==> src/rtl/iomem_pwm_leds.sv <==
// Memory-mapped PWM LED peripheral on the picosoc iomem bus with double-buffered duty registers.
// Optional feature macro: IOMEM_PWM_IRQ_EN (CTRL.IRQ_EN bit and level period-wrap interrupt).
module iomem_pwm_leds #(
    parameter int unsigned NCH       = 2,
    parameter int unsigned CNT_W     = 16,
    parameter logic [7:0]  BASE_ADDR = 8'h03
) (
    input  logic             clk,
    input  logic             resetn,
    input  logic             iomem_valid,
    output logic             iomem_ready,
    input  logic [3:0]       iomem_wstrb,
    input  logic [31:0]      iomem_addr,
    input  logic [31:0]      iomem_wdata,
    output logic [31:0]      iomem_rdata,
    output logic [NCH-1:0]   pwm_out,
    output logic             irq
);
    logic             ready_q, ready_d;
    logic [31:0]      rdata_q, rdata_d;
    logic             en_q, en_d, inv_q, inv_d, irq_en_q, irq_en_d, wrap_q, wrap_d;
    logic [CNT_W-1:0] period_q, period_d, cnt_q, cnt_d;
    logic [7:0]       prescale_q, prescale_d, pre_q, pre_d;
    logic [CNT_W-1:0] shadow_q [NCH];
    logic [CNT_W-1:0] shadow_d [NCH];
    logic [CNT_W-1:0] active_q [NCH];
    logic [CNT_W-1:0] active_d [NCH];
    logic [NCH-1:0]   pwm_q, pwm_d;
    logic             irq_q, irq_d;

    logic        hit, wr, wrap_evt;
    logic [5:0]  idx;
    logic [31:0] rd_val, wr_val, wmask;
    logic        unused_bits;

    assign hit    = iomem_valid && !ready_q && (iomem_addr[31:24] == BASE_ADDR);
    assign wr     = hit && (iomem_wstrb != 4'b0000);
    assign idx    = iomem_addr[7:2];
    assign wmask  = {{8{iomem_wstrb[3]}}, {8{iomem_wstrb[2]}}, {8{iomem_wstrb[1]}}, {8{iomem_wstrb[0]}}};
    // Strobed bytes replace the current register value; unstrobed bytes keep it.
    assign wr_val = (rd_val & ~wmask) | (iomem_wdata & wmask);
    assign unused_bits = ^{iomem_addr[23:8], iomem_addr[1:0], wr_val};

    always_comb begin
        // NOTE: every output of a combinational block gets a default first, otherwise a latch is inferred.
        rd_val = '0;
        case (idx)
            6'd0: rd_val[2:0]       = {irq_en_q, inv_q, en_q};
            6'd1: rd_val[CNT_W-1:0] = period_q;
            6'd2: rd_val[7:0]       = prescale_q;
            6'd3: rd_val[1:0]       = {en_q, wrap_q};
            default: begin
                for (int i = 0; i < NCH; i++) begin
                    if (idx == 6'(4 + i)) rd_val[CNT_W-1:0] = shadow_q[i];
                end
            end
        endcase
    end

    always_comb begin
        ready_d    = hit;
        rdata_d    = hit ? rd_val : rdata_q;
        en_d       = en_q;
        inv_d      = inv_q;
        irq_en_d   = irq_en_q;
        period_d   = period_q;
        prescale_d = prescale_q;
        wrap_d     = wrap_q;
        shadow_d   = shadow_q;
        active_d   = active_q;
        pre_d      = '0;
        cnt_d      = '0;
        wrap_evt   = 1'b0;

        if (en_q) begin
            if (pre_q >= prescale_q) begin
                // >= lets a PERIOD shrink below the running count wrap on the next tick.
                if (cnt_q >= period_q) wrap_evt = 1'b1;
                else                   cnt_d    = cnt_q + 1'b1;
            end else begin
                pre_d = pre_q + 8'd1;
                cnt_d = cnt_q;
            end
        end

        if (wrap_evt) begin
            wrap_d   = 1'b1;
            active_d = shadow_q;
        end

        if (wr) begin
            case (idx)
                6'd0: begin
                    en_d  = wr_val[0];
                    inv_d = wr_val[1];
`ifdef IOMEM_PWM_IRQ_EN
                    irq_en_d = wr_val[2];
`endif
                end
                6'd1: period_d   = wr_val[CNT_W-1:0];
                6'd2: prescale_d = wr_val[7:0];
                6'd3: if (iomem_wstrb[0] && iomem_wdata[0] && !wrap_evt) wrap_d = 1'b0;
                default: begin
                    for (int i = 0; i < NCH; i++) begin
                        if (idx == 6'(4 + i)) begin
                            shadow_d[i] = wr_val[CNT_W-1:0];
                            // Stopped counter: no wrap will come, so the new duty is live at once.
                            if (!en_q) active_d[i] = wr_val[CNT_W-1:0];
                        end
                    end
                end
            endcase
        end

        for (int i = 0; i < NCH; i++) begin
            pwm_d[i] = inv_q ^ (en_q && (cnt_q < active_q[i]));
        end
        irq_d = wrap_q & irq_en_q;
    end

    always_ff @(posedge clk) begin
        // NOTE: the small duty arrays are plain registers, so they reset like everything else.
        if (!resetn) begin
            ready_q    <= 1'b0;
            rdata_q    <= '0;
            en_q       <= 1'b0;
            inv_q      <= 1'b0;
            irq_en_q   <= 1'b0;
            wrap_q     <= 1'b0;
            period_q   <= '0;
            prescale_q <= '0;
            pre_q      <= '0;
            cnt_q      <= '0;
            pwm_q      <= '0;
            irq_q      <= 1'b0;
            for (int i = 0; i < NCH; i++) begin
                shadow_q[i] <= '0;
                active_q[i] <= '0;
            end
        end else begin
            // NOTE: non-blocking assignments keep all state updating from the same pre-edge values.
            ready_q    <= ready_d;
            rdata_q    <= rdata_d;
            en_q       <= en_d;
            inv_q      <= inv_d;
            irq_en_q   <= irq_en_d;
            wrap_q     <= wrap_d;
            period_q   <= period_d;
            prescale_q <= prescale_d;
            pre_q      <= pre_d;
            cnt_q      <= cnt_d;
            pwm_q      <= pwm_d;
            irq_q      <= irq_d;
            shadow_q   <= shadow_d;
            active_q   <= active_d;
        end
    end

    assign iomem_ready = ready_q;
    assign iomem_rdata = rdata_q;
    assign pwm_out     = pwm_q;
    assign irq         = irq_q;
endmodule

==> config.mk <==
export PLATFORM = sky130hd
export DESIGN_NAME = iomem_pwm_leds
export DESIGN_NICKNAME = d
export VERILOG_FILES = /design/src/rtl/iomem_pwm_leds.sv
export SDC_FILE = /design/constraint.sdc
export NUM_CORES = 1
export LEC_CHECK = 0
export BUFFER_PORTS_ARGS = -buffer_cell sky130_fd_sc_hd__buf_2
export CAP_MARGIN = 0
export CORE_MARGIN = 8
export CORE_UTILIZATION = 53
export CTS_CLUSTER_SIZE = 28
export DETAILED_ROUTE_END_ITERATION = 12
export PLACE_DENSITY = 0.75
export SYNTH_ARGS = -nofsm -noshare
export SYNTH_HDL_FRONTEND = slang
export SYNTH_SLANG_ARGS = --single-unit
==> constraint.sdc <==
create_clock -name clk -period 2.2 [get_ports clk]
set_clock_uncertainty 0.1 [all_clocks]
set_input_delay 0.11 -clock clk [delete_from_list [all_inputs] [get_ports clk]]
set_output_delay 0.11 -clock clk [all_outputs]
set_load 0.01 [all_outputs]
==> out/metrics.cfg <==
[global_route]
antenna_found_initial = 0
grt.total_usage_pct = 26.64
grt_max_degree = 110
grt_pass1_vias = 7614
grt_pass1_wl_mm = 39.63
gr-total-overflow = 0

[synthesis]
synth_edf_count = 0
synthTopCellsByArea = dfxtp_1 34%, ha_1 8.9%, o21ai_0 5.9%
yosys-top-cells-count = 134 x dfxtp_1, 110 x nand2_1, 93 x o21ai_0
yosys_warnings = 0
ys_async_sr_fraction_pct = 0
synth_cells = 946
yosysMostFrequentCell = dfxtp_1
netlist.area_leader.share_pct = 34.13
synth_ff_type = dfxtp_1
ys_types = 62
ys_ff_latch = 134
avgSynthCellArea_sq_um = 8.307
synth_area_sq_um = 7859
synth_seq_area_share_pct = 34.13
synth_top_cell_by_area = dfxtp_1

[clocking]
cts_buffers = 17
cts_sinks = 134
cts_root_buffer = clkbuf_16
clk_pin_slew_ns = 0.06
cts_tree = built
clock_latency_ns = 0.43
htreeDepth = 4
cts.path.max_buffers = 2

[timing]
fmax_mhz = 417.2
tightest_slew_ns = 0.7105
setup_tns_ns = -4.355
period_share_pct = 109.0
rsz0062_at_grt = true
max_slew_margin_pct = 52.63
drv_slew = 0
setup_viol = 55
min_period_ns = 2.397
report.final.hold_viol_count = 0
fin_ws_ns = -0.1969

[route]
wl_mm = 26.93
ant_nets = 0
wl_per_cell_um = 21.09
drtIter0Drc = 1077
num_vias = 8051
vias_per_cell = 6.305
dr.pass1.iters = 6
drc_errors = 0

[critical_path]
start_kind = flop
path_max_fanout = 32
critPathArrivalTime_ns = 2.65
crit_path_end_kind = flop
r2r_slack_ns = -0.20
path_class = reg2reg
cp.required_ns = 2.46

[die]
boundaryPins = 107
rows = 44
core_sq_um = 14530
start_util_pct = 54.07
chipWidth_um = 137.8
chipHeight_um = 137.8
die-area_sq_um = 18980

[cells_and_area]
num-nets-final = 1207
drive_gt1_share_pct = 33.12
multiInputGateArea_sq_um = 5243
area_growth_pct = 33.86
n_antenna_cell = 0
nFillCells = 995
seq_area_sq_um = 2709

[power_and_ir_drop]
total_power_mw = 5.668
power_leakage_nw = 3.871
ir_worst_vdd_mv = 0.4600
power.density_nw_per_um2 = 538.8

[place]
place_hpwl_mm = 15.94
gp_congestion = 0.8863
port_buffers = 55

[hold_path]
hold_path_class = in2reg

[job]
cap_violations = 0

[status]
status = finished, violations left
violations = setup timing

==> what timing repair did <==
action,in CTS,in global routing
gates cloned,2,4
setup endpoints to repair,50,64
resized for setup,70,79
hold endpoints to repair,2,0
pin swaps,34,44
buffers inserted,4,8
hold buffers,1,0
==> metrics by stage <==
stage	instances	cell area [sq um]	util, %	hold WS, ns	setup slack (ns)
2_1_floorplan	962	7928	-	0.2924	-0.06648
3_3_place_gp	1227	8976	61.76	0.3571	-0.03842
3_5_place_dp	1227	8976	61.76	0.3619	-0.1558
4_1_cts	1266	10040	69.09	0.01810	-0.02133
5_1_grt	1277	10520	72.38	0.06348	-0.2657
6_report	1277	10520	72.38	0.02137	-0.1969
==> where the power goes <==
group	total [mW]	leakage [nW]	internal [mW]	switching, mW
Sequential	2.43	1.09	2.43	0.000209
Combinational	0.253	2.49	0.103	0.150
Clock	2.99	0.292	1.87	1.12
==> cells in the final DEF, fill, tap and decap left out, types with 24 or more instances in the layout <==
| master | count |
|---|---|
| nor2_1 | 24 |
| o21ai_0 | 82 |
| buf_4 | 99 |
| inv_1 | 50 |
| dfxtp_1 | 113 |
| buf_2 | 55 |
| ha_1 | 40 |
| a41oi_2 | 28 |
| a21oi_1 | 47 |
| nand2_1 | 107 |
==> registers in the layout (all words and copies together) (netlist names) <==
signal / cells
active_q: 32
shadow_q: 32
cnt_q: 16
iomem_rdata: 16
period_q: 16
pre_q: 8
prescale_q: 8
pwm_out: 2
en_q: 1
inv_q: 1
iomem_ready: 1
wrap_q: 1
==> cell families after synthesis <==
logic type	synth area share, %
muxes	3.996
buffers and inverters	8.152
and+or+nand+nor	17.98
other	0.04772
AOI/OAI and AO/OA	24.55
adders and majority gates	8.916
xor gates and xnor gates	2.229
DFF	34.13
==> critical path, stage by stage (launching register included) <==
cell and delay (ns):
dfxtp_1 0.37, inv_1 0.10, ha_4 0.26, a21oi_1 0.25, o22ai_2 0.13, nor2_2 0.20, buf_6 0.22, a21bo_2 0.18
buf_12 0.20, o21ai_0 0.14, a21oi_1 0.19
==> path summary, 6_finish.rpt <==
| kind | from | to | cells after the start |
|---|---|---|---|
| worst max register to register | prescale_q[6]$_SDFFE_PN0P_ | active_q[8]$_SDFF_PN0_ | 10 |
| worst min-delay path | iomem_wdata[3] | active_q[3]$_SDFF_PN0_ | 4 |
| worst min register to register | active_q[26]$_SDFF_PN0_ | active_q[26]$_SDFF_PN0_ | 2 |
| worst max-delay path | prescale_q[6]$_SDFFE_PN0P_ | active_q[8]$_SDFF_PN0_ | 10 |
==> layout make-up <==
cell class	instances	area share [%]
clock buffer	21	4.472
timing repair buffer	179	14.18
inverter	61	2.177
multi-input combinational	687	49.83
tap	184	2.188
sequential	134	25.75
clock inverter	11	1.403
==> metal layers <==
metal  track usage (%)  vias to the layer above  wire, um
met1             33.49                     3803     10630
li1                  -                     3600         -
met3             7.075                      116      2806
met2             41.30                      532     12340
met4             13.31                        0      1154
met5                 0                        -         0
Note: power is estimated with default switching activity, not from simulation.
